--- config.mk ---
export PLATFORM = sky130hd
export DESIGN_NAME = kbest_layer_sched
export DESIGN_NICKNAME = d
export VERILOG_FILES = /design/src/rtl/kbest_layer_sched.sv
export SDC_FILE = /design/constraint.sdc
export NUM_CORES = 1
export LEC_CHECK = 0
export ABC_CLOCK_PERIOD_IN_PS = 3450
export CAP_MARGIN = 20
export CORE_AREA = 4 4 43 64
export DETAILED_ROUTE_END_ITERATION = 6
export DIE_AREA = 0 0 47 68
export GPL_TIMING_DRIVEN = 0
export HOLD_SLACK_MARGIN = 0.08
export PLACE_DENSITY = 0.72
export SYNTH_ARGS = -nofsm -noshare
export SYNTH_HDL_FRONTEND = slang
export SYNTH_SLANG_ARGS = --single-unit
--- constraint.sdc ---
create_clock -name clk -period 3.45 [get_ports clk]
set_clock_uncertainty 0.1 [all_clocks]
set_input_delay 1.035 -clock clk [delete_from_list [all_inputs] [get_ports clk]]
set_output_delay 1.035 -clock clk [all_outputs]
set_load 0.02 [all_outputs]
--- src/rtl/kbest_layer_sched.sv ---
// K-best layer-5/6 scheduler: walks parents 0..7 through the shared
// expansion unit, keeps a per-parent prefix of each sorted child stream
// in a 40-entry candidate buffer, then kicks the global sort.
// Optional watchdog: define SCHED_TIMEOUT_EN to enable the 8-bit stall timeout (err).
`timescale 1ns/1ps
module kbest_layer_sched (
    input  logic       clk,
    input  logic       rstn,
    input  logic       start,
    output logic       busy,
    output logic       done,
    output logic       exp_req,
    output logic [2:0] exp_idx,
    input  logic       exp_ack,
    input  logic       res_valid,
    output logic       wr_en,
    output logic [5:0] wr_addr,
    output logic       sort_start,
    input  logic       sort_done,
    output logic       err
);

    typedef enum logic [2:0] {
        S_IDLE    = 3'd0,
        S_REQ     = 3'd1,
        S_COLLECT = 3'd2,
        S_SORT    = 3'd3,
        S_FIN     = 3'd4
    } state_t;

    state_t     r_state;
    state_t     w_next;
    logic [2:0] r_n;
    logic [3:0] r_beat;
    logic       r_sort_start;
    logic [3:0] w_keep;
    logic [5:0] w_base;
    logic       w_last_beat;

    // Keep count and buffer base for the current parent
    always_comb begin
        w_keep = 4'd2;
        case (r_n[2:1])
            2'd0:    w_keep = 4'd8;
            2'd1:    w_keep = 4'd6;
            2'd2:    w_keep = 4'd4;
            default: w_keep = 4'd2;
        endcase
        w_base = 6'd0;
        case (r_n)
            3'd0:    w_base = 6'd0;
            3'd1:    w_base = 6'd8;
            3'd2:    w_base = 6'd16;
            3'd3:    w_base = 6'd22;
            3'd4:    w_base = 6'd28;
            3'd5:    w_base = 6'd32;
            3'd6:    w_base = 6'd36;
            default: w_base = 6'd38;
        endcase
    end

    assign w_last_beat = (r_state == S_COLLECT) && res_valid && (r_beat == 4'd15);

`ifdef SCHED_TIMEOUT_EN
    logic [7:0] r_wdog;
    logic       r_err;
    logic       w_wd_clr;
    logic       w_timeout;

    assign w_wd_clr  = ((r_state == S_REQ)     && exp_ack)   ||
                       ((r_state == S_COLLECT) && res_valid) ||
                       ((r_state == S_SORT)    && sort_done);
    // Progress in the same cycle as the 255th count wins over the timeout
    assign w_timeout = ((r_state == S_REQ) || (r_state == S_COLLECT) || (r_state == S_SORT)) &&
                       (r_wdog == 8'hFF) && !w_wd_clr;
    assign err       = r_err;
`else
    assign err = 1'b0;
`endif

    // Next-state and Moore/Mealy outputs
    always_comb begin
        w_next  = r_state;
        busy    = (r_state != S_IDLE);
        done    = (r_state == S_FIN);
        exp_req = (r_state == S_REQ);
        exp_idx = (r_state == S_REQ) ? r_n : 3'd0;
        wr_en   = 1'b0;
        wr_addr = '0;
        case (r_state)
            S_IDLE:    if (start) w_next = S_REQ;
            S_REQ:     if (exp_ack) w_next = S_COLLECT;
            S_COLLECT: begin
                if (res_valid && (r_beat < w_keep)) begin
                    wr_en   = 1'b1;
                    wr_addr = w_base + {2'b00, r_beat};
                end
                if (w_last_beat) w_next = (r_n == 3'd7) ? S_SORT : S_REQ;
            end
            S_SORT:    if (sort_done) w_next = S_FIN;
            S_FIN:     w_next = S_IDLE;
            default:   w_next = S_IDLE;
        endcase
`ifdef SCHED_TIMEOUT_EN
        if (w_timeout) w_next = S_IDLE;
`endif
    end

    // State register
    always_ff @(posedge clk or negedge rstn) begin
        if (!rstn) r_state <= S_IDLE;
        else       r_state <= w_next;
    end

    // Parent index, beat counter and sort_start entry pulse
    always_ff @(posedge clk or negedge rstn) begin
        if (!rstn) begin
            r_n          <= '0;
            r_beat       <= '0;
            r_sort_start <= 1'b0;
        end else begin
            r_sort_start <= (w_next == S_SORT) && (r_state != S_SORT);
            if ((r_state == S_IDLE) && start)
                r_n <= '0;
            else if (w_last_beat && (r_n != 3'd7))
                r_n <= r_n + 3'd1;
            if ((r_state == S_REQ) && exp_ack)
                r_beat <= '0;
            else if ((r_state == S_COLLECT) && res_valid)
                r_beat <= r_beat + 4'd1;
        end
    end

    assign sort_start = r_sort_start;

`ifdef SCHED_TIMEOUT_EN
    // Watchdog: counts idle cycles in active states, clears on progress or state change
    always_ff @(posedge clk or negedge rstn) begin
        if (!rstn) begin
            r_wdog <= '0;
            r_err  <= 1'b0;
        end else begin
            r_err <= w_timeout;
            if (w_wd_clr || (w_next != r_state) ||
                !((r_state == S_REQ) || (r_state == S_COLLECT) || (r_state == S_SORT)))
                r_wdog <= '0;
            else
                r_wdog <= r_wdog + 8'd1;
        end
    end
`endif

endmodule

-- After elaboration in Yosys (flattened, before gate mapping)
Index checks and enable logic that the tools add are counted.
- input port bits: 6
- output and inout bits: 15
- word-level logic and storage cells: 55
- register bits: 11
- $add $sub $neg: 3
- eq/ne operators: 17
- mux-type cells: 17
- magnitude comparators: 1
- reductions and logical operators: 13
- operators with widths (kind ; number):
    6-bit case mux with 7 select lines ; 1
    3-bit 2-to-1 mux ; 7
    3-bit by 2-bit equality test with 1-bit output, second input constant ; 5
    3-bit equality test, second input constant ; 5
    6-bit 2-to-1 mux ; 2
    3-bit case mux with 4 select lines ; 1
    4-bit case mux with 3 select lines ; 1
    4-bit 2-to-1 mux ; 2
    1-bit logical AND ; 7
    6-bit by 4-bit adder with 6-bit output ; 1
    3-bit by 1-bit equality test with 1-bit output, second input constant ; 2
    3-bit zero test ; 2
    4-bit by 1-bit adder with 4-bit output, second input constant ; 1
    4-bit equality test, second input constant ; 1
    4-bit less-than comparator ; 1
    2-bit nonzero test ; 2
    3-bit by 1-bit adder with 3-bit output, second input constant ; 1
    3-bit by 2-bit != test with 1-bit output, second input constant ; 1
    3-bit != test, second input constant ; 1
    3-bit nonzero test ; 1
    2-bit by 1-bit equality test with 1-bit output, second input constant ; 1
    2-bit equality test, second input constant ; 1
    2-bit zero test ; 1
    1-bit 2-to-1 mux ; 2
    2-bit 2-to-1 mux ; 1

-- Longest topological paths before layout
Gate-level depths: netlist of run 1.
- word-level depth: 7
- gate-level depth with buffers: 10
- mapped depth without buffers: 10

-- Worst setup path before layout of run 1
Ideal clock, no wire load.
- path kind: reg2out
- start: register r_n[1]
- end: output port wr_addr[5]
- data required time: 2315 ps
- stages on the path, launching flop included: 11
- path slack: 13 ps
- path buffers: 0
- arrival: 2302 ps
- cells stage by stage: dfrtp_1 -> inv_1 -> ha_1 -> nor3_1 -> a21o_1 -> ha_1 -> inv_1 -> fa_1 -> nor2b_1 -> o211ai_1 -> a31oi_1
- cells in the longest elaborated chain, start to end: 6
- elaborated cells on any way between the ends: 17
- those cells by class: add/sub: 1; order compare: 1; eq/ne: 8; mux: 4; reduce/logical: 3
- ends and longest elaborated chain (item ; RTL line ; RTL):
    start: declaration ; 33 ; logic [2:0] r_n;
    start signal: assignment ; 126 ; r_n <= r_n + 3'd1;
    parallel branches: the longest is 4 deep, another holds 6-bit by 4-bit adder with 6-bit output ; - ;
    6-bit 2-to-1 mux * ; 94 ; if (res_valid && (r_beat < w_keep)) begin
    6-bit 2-to-1 mux * ; 90 ; case (r_state)
    end: declaration ; 17 ; output logic [5:0] wr_addr,
Every way passes the cells marked *.

-- Final worst setup path of run 1
- start: register r_n[0]
- end: output port wr_addr[5]
- cells in the longest elaborated chain, start to end: 5
- elaborated cells on any way between the ends: 11
- those cells by class: add/sub: 1; eq/ne: 6; mux: 3; reduce/logical: 1
- ends and longest elaborated chain (item ; RTL line ; RTL):
    3-bit equality test, or another cell as far along ; 50 ; case (r_n)
    6-bit case mux with 7 select lines * ; 50 ;
    6-bit by 4-bit adder with 6-bit output * ; 96 ; wr_addr = w_base + {2'b00, r_beat};
    6-bit 2-to-1 mux * ; 94 ;
    6-bit 2-to-1 mux * ; 90 ;
Every way passes the cells marked *; elsewhere a longest branch is shown, timed or not.

==> metrics.csv, run 1 <==
metric,value,unit
status,"finished, violations left",
failing_checks,setup timing,
antenna_cells_inserted,0,
multi_input_comb_area,817,um2
yosys.cell_types.count,36,
timing.rr.start,r_n[1]$_DFFE_PN0P_,
ff_latch_area,279,um2
detail_route.iter0.violations,13,
cell_count_final_fillers_out,181,
finalSetupViolCount,3,
async_reset_ff_frac,1.00,
post_route_total_power,0.000541,W
path_cells,"clkinv_4, ha_4, buf_4, mux2_2, ha_4, nor2b_4, or3_1, a31oi_1, buf_4",
hp-class,reg -> reg,
synthDominantAreaCellType,sky130_fd_sc_hd__dfrtp_1,
critPathMaxFanout,4,
synth_largest_type_area_fraction,0.256,
vias_per_cell,5.52,
post_route_cells_drive_above_1_share,0.304,
worstReg2RegEnd,r_state[1]$_DFF_PN0_,
clock_sinks,11,
place.gp.congestion,0.793,
critical-path-max-stage-delay,0.47,ns
min_clock_period_post_route,3.65,ns
synth-main-ff-cell,sky130_fd_sc_hd__dfrtp_1,
power_density,361,nW/um2
placed_cells_incl_taps,165,
clk_pin_slew,0.07,ns
layout.nets,181,
synthCells,123,
grt_remaining_overflow,0,
worstRegToRegCells,5,
hold_viol,0,
final_common_cell,sky130_fd_sc_hd__buf_4,
finalInstanceArea,1500,um2
critical_path_required,2.31,ns
place.detailed.hpwl,1820,um
grt_antenna_before_repair,0,
cts-root-buf,sky130_fd_sc_hd__clkbuf_4,
finalCritPeriodShare,1.06,
maxSlewViolCount,0,
reg2reg_slack,1.70,ns
post_synth_instance_area,1070,um2
unrepaired_setup_endpoints_after_global_routing,yes,
kind_of_end_point_of_the_critical_path,output port,
max-vdd-ir-drop,0.288,mV
synth_area_leaders,"sky130_fd_sc_hd__dfrtp_1 (26%), sky130_fd_sc_hd__ha_1 (17%), sky130_fd_sc_hd__inv_1 (4.5%)",
placed_area,1290,um2
dieHeight,68,um
fillCellCount,185,
cts_made_buffers,3,
critPathArrivalTime,2.51,ns
grt_first_pass_wirelength,4350,um
die_area,3200,um2
critPathLaunchType,flop,
worstSetupPathType,reg -> out,
setup_ws,-0.199,ns
total_leakage_power,0.664,nW
initial_core_utilization,0.487,
wl_per_cell,14.6,um
yosys_register_bits,11,
worst_path_max_delay_cell,sky130_fd_sc_hd__dfrtp_2,
cts_tree,built,
clockBufferDepth,2,
fmaxAchievable,274,MHz
detail_route.drc_violations,0,
synth_enable_flop_cells,0,
cap_violations,0,
crit_start,r_n[0]$_DFFE_PN0P_,
insertion_delay,0.27,ns
grt_start_max_net_pins,12,
grt_usage,0.186,
area.growth.synth_to_final,39.7,%
die_w,47,um
setup.worst_path.end,wr_addr[5],
numPortBuffers,19,
setup_tns_final,-0.401,ns
vias,999,
first_global_vias,1024,
leading_cell_types_in_the_layout_fill_and_taps_excluded,"sky130_fd_sc_hd__buf_4 (16), sky130_fd_sc_hd__clkdlybuf4s50_1 (11), sky130_fd_sc_hd__nand2_1 (10), sky130_fd_sc_hd__inv_1 (10), sky130_fd_sc_hd__ha_1 (9)",
design.portCount,21,
h-tree-depth,1,
post_synth_net_total,145,
synth_sequential_area_ratio,0.256,
placeableCoreArea,2210,um2
cts-hold-fix-buffers,0,
rows,21,
drt_total_wl,2650,um
detail-route-antenna-nets,0,
detailedRoute.firstPassIterationCount,4,
synth_area_per_cell,8.74,um2
yosysWarningCount,0,
[cell type report]
type	count	area share
Buffer	3	0.0200
Clock buffer	4	0.0175
Sequential cell	11	0.186
Inverter	13	0.0375
Multi-Input combinational cell	96	0.544
Tap cell	23	0.0192
Timing Repair Buffer	31	0.176
[through the flow]
step,utilization,hold slack (ns),setup WS (ns)
5_1_grt,0.680,0.450,-0.284
6_report,0.680,0.419,-0.199
3_3_place_gp,0.586,0.407,-0.639
2_1_floorplan,-,0.367,0.0126
3_5_place_dp,0.586,0.410,-0.660
4_1_cts,0.634,0.422,-0.139
[critical path: cells and delay by family, from the launching register on]
family / cells / cell delay [ns]
simple gates: 2 / 0.48
mux: 1 / 0.30
fa+ha+maj: 2 / 0.41
buf+inv: 3 / 0.41
compound gates: 1 / 0.17
flops: 1 / 0.47
[worst min path at each step]
| stage | start | end | slack (ns) | cells past startpoint |
|---|---|---|---|---|
| 2_1_floorplan | r_state[2]$_DFF_PN0_ | r_state[1]$_DFF_PN0_ | 0.37 | 1 |
| 3_3_place_gp | r_state[2]$_DFF_PN0_ | r_state[1]$_DFF_PN0_ | 0.41 | 1 |
| 3_5_place_dp | r_state[2]$_DFF_PN0_ | r_state[1]$_DFF_PN0_ | 0.41 | 1 |
| 4_1_cts | r_state[2]$_DFF_PN0_ | r_state[1]$_DFF_PN0_ | 0.42 | 1 |
| 5_1_grt | r_state[2]$_DFF_PN0_ | r_state[1]$_DFF_PN0_ | 0.45 | 1 |
| 6_report | r_state[2]$_DFF_PN0_ | r_state[1]$_DFF_PN0_ | 0.42 | 1 |
[synth_stat cells (all sizes together), types with 2 or more instances]
master,n
ha,15
inv,13
dfrtp,11
nand2,10
a21oi,8
o21ai,8
nand3,7
nor2b,7
and2,5
nor2,5
nor3,5
buf,3
or3,3
a21o,2
and3,2
[cells by family after synthesis]
group / Yosys count / synth area share
DFF: 11 / 0.256
adders and majority gates: 16 / 0.193
other: 1 / 0.00349
and+or+nand+nor: 52 / 0.297
muxes: 1 / 0.0105
buffers and inverters: 16 / 0.0733
AOI/OAI and AO/OA: 26 / 0.166
[timing repair]
| item | CTS | global route |
|---|---|---|
| gates resized for setup | 49 | 12 |
| setup endpoints to repair | 7 | 4 |
| buffers inserted | 6 | 6 |
| pin swaps | 5 | 2 |
| endpoints found under the hold margin | 0 | 0 |
[registers in the layout (all words and copies together), names as in the netlist]
name / cells
r_beat: 4
r_n: 3
r_state: 3
sort_start: 1
[power by group]
group / internal (W) / switching, W
registers: 0.000156 / 0.0000303
logic: 0.000123 / 0.000144
clock network: 0.0000448 / 0.0000440
total: 0.000323 / 0.000218
[layer usage]
layer	wire length, um	share of wire	track usage	vias to the layer above
met5	0	0	0	-
met4	76	0.029	0.0900	0
met3	80	0.030	0.0211	8
met2	1490	0.56	0.350	17
met1	999	0.38	0.192	469
li1	-	-	-	505
No activity file was read; power rests on OpenSTA's default activity.
==> run 2: changes to the inputs <==
==> config.mk (replaced) <==
export PLATFORM = sky130hd
export DESIGN_NAME = kbest_layer_sched
export DESIGN_NICKNAME = d
export VERILOG_FILES = /design/src/rtl/kbest_layer_sched.sv
export SDC_FILE = /design/constraint.sdc
export NUM_CORES = 1
export LEC_CHECK = 0
export ABC_CLOCK_PERIOD_IN_PS = 3300
export CAP_MARGIN = 20
export CORE_AREA = 4 4 48 71
export CTS_BUF_LIST = sky130_fd_sc_hd__clkbuf_8 sky130_fd_sc_hd__clkbuf_16
export DETAILED_ROUTE_END_ITERATION = 6
export DIE_AREA = 0 0 52 75
export GPL_TIMING_DRIVEN = 0
export HOLD_SLACK_MARGIN = 0.08
export PLACE_DENSITY = 0.61
export SYNTH_ARGS = -nofsm -noshare
export SYNTH_HDL_FRONTEND = slang
export SYNTH_SLANG_ARGS = --single-unit
==> constraint.sdc (replaced) <==
create_clock -name clk -period 3.3 [get_ports clk]
set_clock_uncertainty 0.1 [all_clocks]
set_input_delay 0.99 -clock clk [delete_from_list [all_inputs] [get_ports clk]]
set_output_delay 0.99 -clock clk [all_outputs]
set_load 0.02 [all_outputs]
==> run 2 against run 1 <==
Net effect:
- the flow still finishes with violations (setup timing)
- final area shrank 2.6%
- global-route usage decreased by 4.5 points
- sequential share of layout area up 0.49 points
- critical endpoint unchanged
- register-to-register slack lost 0.16 ns
- largest cell class unchanged
- sequential cell count did not move
==> metrics.csv, run 2 (synthesis gave the netlist of run 1 again) <==
metric,value,unit,change
grt_antenna_before_repair,0,,unchanged
wl_per_cell,13.3,um,-9.0%
cell_count_final_fillers_out,191,,+5.5%
place.gp.congestion,0.745,,-6.0%
hold_viol,0,,unchanged
leading_cell_types_in_the_layout_fill_and_taps_excluded,"sky130_fd_sc_hd__inv_1 (12), sky130_fd_sc_hd__clkdlybuf4s50_1 (11), sky130_fd_sc_hd__nand2_1 (10), sky130_fd_sc_hd__buf_4 (10), sky130_fd_sc_hd__ha_1 (9)",,
detail_route.drc_violations,0,,unchanged
first_global_vias,1010,,-1.4%
area.growth.synth_to_final,36.1,%,
max-vdd-ir-drop,0.329,mV,+14%
top_register,r_beat,,
layout.nets,175,,-3.3%
cts-hold-fix-buffers,0,,unchanged
vias_per_cell,5.11,,-7.4%
fin_worst_hold_slack,0.430,ns,+0.0110 ns
critPathLaunchType,flop,,
worstSetupPathType,reg -> out,,
total_leakage_power,0.631,nW,-5.1%
layout_top_registers,"r_beat x4, r_n x3, r_state x3",,
setup_tns_final,-0.357,ns,+0.0439 ns
max_slew.worst_pin.slew,0.541,ns,
comb_power_share,0.455,,-0.037
dieHeight,75,um,+10%
critical-path-max-stage-delay,0.47,ns,about the same
clockBufferDepth,2,,unchanged
cts-root-buf,sky130_fd_sc_hd__clkbuf_8,,
timing.rr.start,r_n[1]$_DFFE_PN0P_,,
slew-limit-headroom,0.638,,
seq_power_share,0.325,,-0.019
utilization,0.513,,-0.168
min_clock_period_post_route,3.56,ns,
power_density,416,nW/um2,+15%
final_common_cell,sky130_fd_sc_hd__inv_1,,
design.portCount,21,,unchanged
grt_remaining_overflow,0,,unchanged
antenna_cells_inserted,0,,unchanged
setup_ws,-0.259,ns,-0.0599 ns
p_switching,0.000236,W,+8.2%
cts_made_buffers,3,,unchanged
hp-class,reg -> reg,,
critical_path_required,2.21,ns,-0.10 ns
crit_start,r_n[1]$_DFFE_PN0P_,,
sw_frac,0.388,,-0.0149
fillCellCount,282,,+52%
insertion_delay,0.24,ns,-0.03 ns
initial_core_utilization,0.377,,-0.110
failing_checks,setup timing,,
drt_total_wl,2550,um,-3.9%
cts_tree,built,,
min_from,r_state[2]$_DFF_PN0_,,
path_cells,"ha_4, ha_1, a21o_1, ha_2, inv_1, fa_2, nor2b_4, or3_1, a31oi_2, buf_4",,
finalCritPeriodShare,1.08,,
die_area,3900,um2,+22%
kind_of_end_point_of_the_critical_path,output port,,
numPortBuffers,19,,unchanged
maxSlewViolCount,0,,unchanged
post-place-ws,-0.781,ns,-0.122 ns
internal-power,0.000372,W,+15%
finalSetupViolCount,2,,-1
worst_path_max_delay_cell,sky130_fd_sc_hd__dfrtp_2,,
status,"finished, violations left",,
post_route_cells_drive_above_1_share,0.276,,-0.0275
critPathArrivalTime,2.47,ns,-0.04 ns
detail_route.iter0.violations,10,,-3
die_w,52,um,+11%
placeableCoreArea,2850,um2,+29%
fmaxAchievable,281,MHz,
rows,24,,+14%
place.detailed.hpwl,1960,um,+8.0%
detailedRoute.firstPassIterationCount,4,,unchanged
placed_cells_incl_taps,181,,+9.7%
unrepaired_setup_endpoints_after_global_routing,yes,,
grt_start_max_net_pins,12,,unchanged
clk_pin_slew,0.05,ns,-0.02 ns
critPathMaxFanout,6,,+2
grt_usage,0.142,,-0.0448
max_reg_flops,4,,unchanged
grt_first_pass_wirelength,4220,um,-3.0%
clock_sinks,11,,unchanged
share_clk_of_total_power,0.220,,+0.056
cap_violations,0,,unchanged
h-tree-depth,1,,unchanged
vias,976,,-2.3%
detail-route-antenna-nets,0,,unchanged
==> run 2: cell count changes in the layout (fill, tap and decap cells not counted), sizes merged <==
cell	delta
inv	+2
clkinv	-1
clkbuf	-1
buf	-6
==> run 2: cell type report <==
cell class                      instances  area [um2]  area share
Clock buffer                            3        41.3      0.0282
Multi-Input combinational cell         96         796       0.544
Inverter                               13        51.3      0.0351
Buffer                                  3        30.0      0.0205
Clock inverter                          1        3.75     0.00257
Timing Repair Buffer                   25         213       0.145
Sequential cell                        11         279       0.191
Tap cell                               39        48.8      0.0334
==> run 2: path summary, 6_finish.rpt <==
check | endpoint | slack [ns] | cells after the start
max | wr_addr[5] | -0.26 | 10
min reg2reg | r_state[1]$_DFF_PN0_ | 0.43 | 1
max in group asynchronous | r_n[0]$_DFFE_PN0P_ | 1.71 | 1
min in group asynchronous | r_state[2]$_DFF_PN0_ | 1.01 | 1
max reg2reg | r_state[1]$_DFF_PN0_ | 1.54 | 5
min | r_state[1]$_DFF_PN0_ | 0.43 | 1
==> run 2: repair_timing <==
item,4_1_cts,5_1_grt
buffers inserted,5,1
endpoints found under the hold margin,0,0
gates cloned,0,0
setup endpoints to repair,7,6
pin swaps,3,1
gates resized for setup,48,4
==> run 2: power by group through the flow <==
stage | logic, W | clock network (W) | registers [W]
after global routing | 0.000307 | 0.000145 | 0.000200
after global placement | 0.000277 | 0 | 0.000197
after detailed placement | 0.000283 | 0 | 0.000198
final | 0.000277 | 0.000134 | 0.000197
after floorplan | 0.000187 | 0 | 0.000194
after CTS | 0.000281 | 0.000136 | 0.000196
==> run 2: critical path: cells and delay by family, from the launching register on <==
| kind | cells | cell delay [ns] |
|---|---|---|
| simple gates | 2 | 0.40 |
| buf+inv | 2 | 0.23 |
| compound gates | 2 | 0.36 |
| flops | 1 | 0.47 |
| fa+ha+maj | 4 | 0.77 |
==> run 2: layer usage <==
layer / global-route usage / up-vias / part of all wire
li1: - / 486 / -
met1: 0.134 / 470 / 0.38
met2: 0.298 / 16 / 0.58
met3: 0.0139 / 4 / 0.028
met4: 0.0525 / 0 / 0.013
met5: 0 / - / 0
==> run 2: per-stage QoR <==
stage / power, W / cell area [um2]
2_1_floorplan: 0.000381 / 1080
3_3_place_gp: 0.000475 / 1320
3_5_place_dp: 0.000481 / 1320
4_1_cts: 0.000612 / 1430
5_1_grt: 0.000652 / 1460
6_report: 0.000608 / 1460
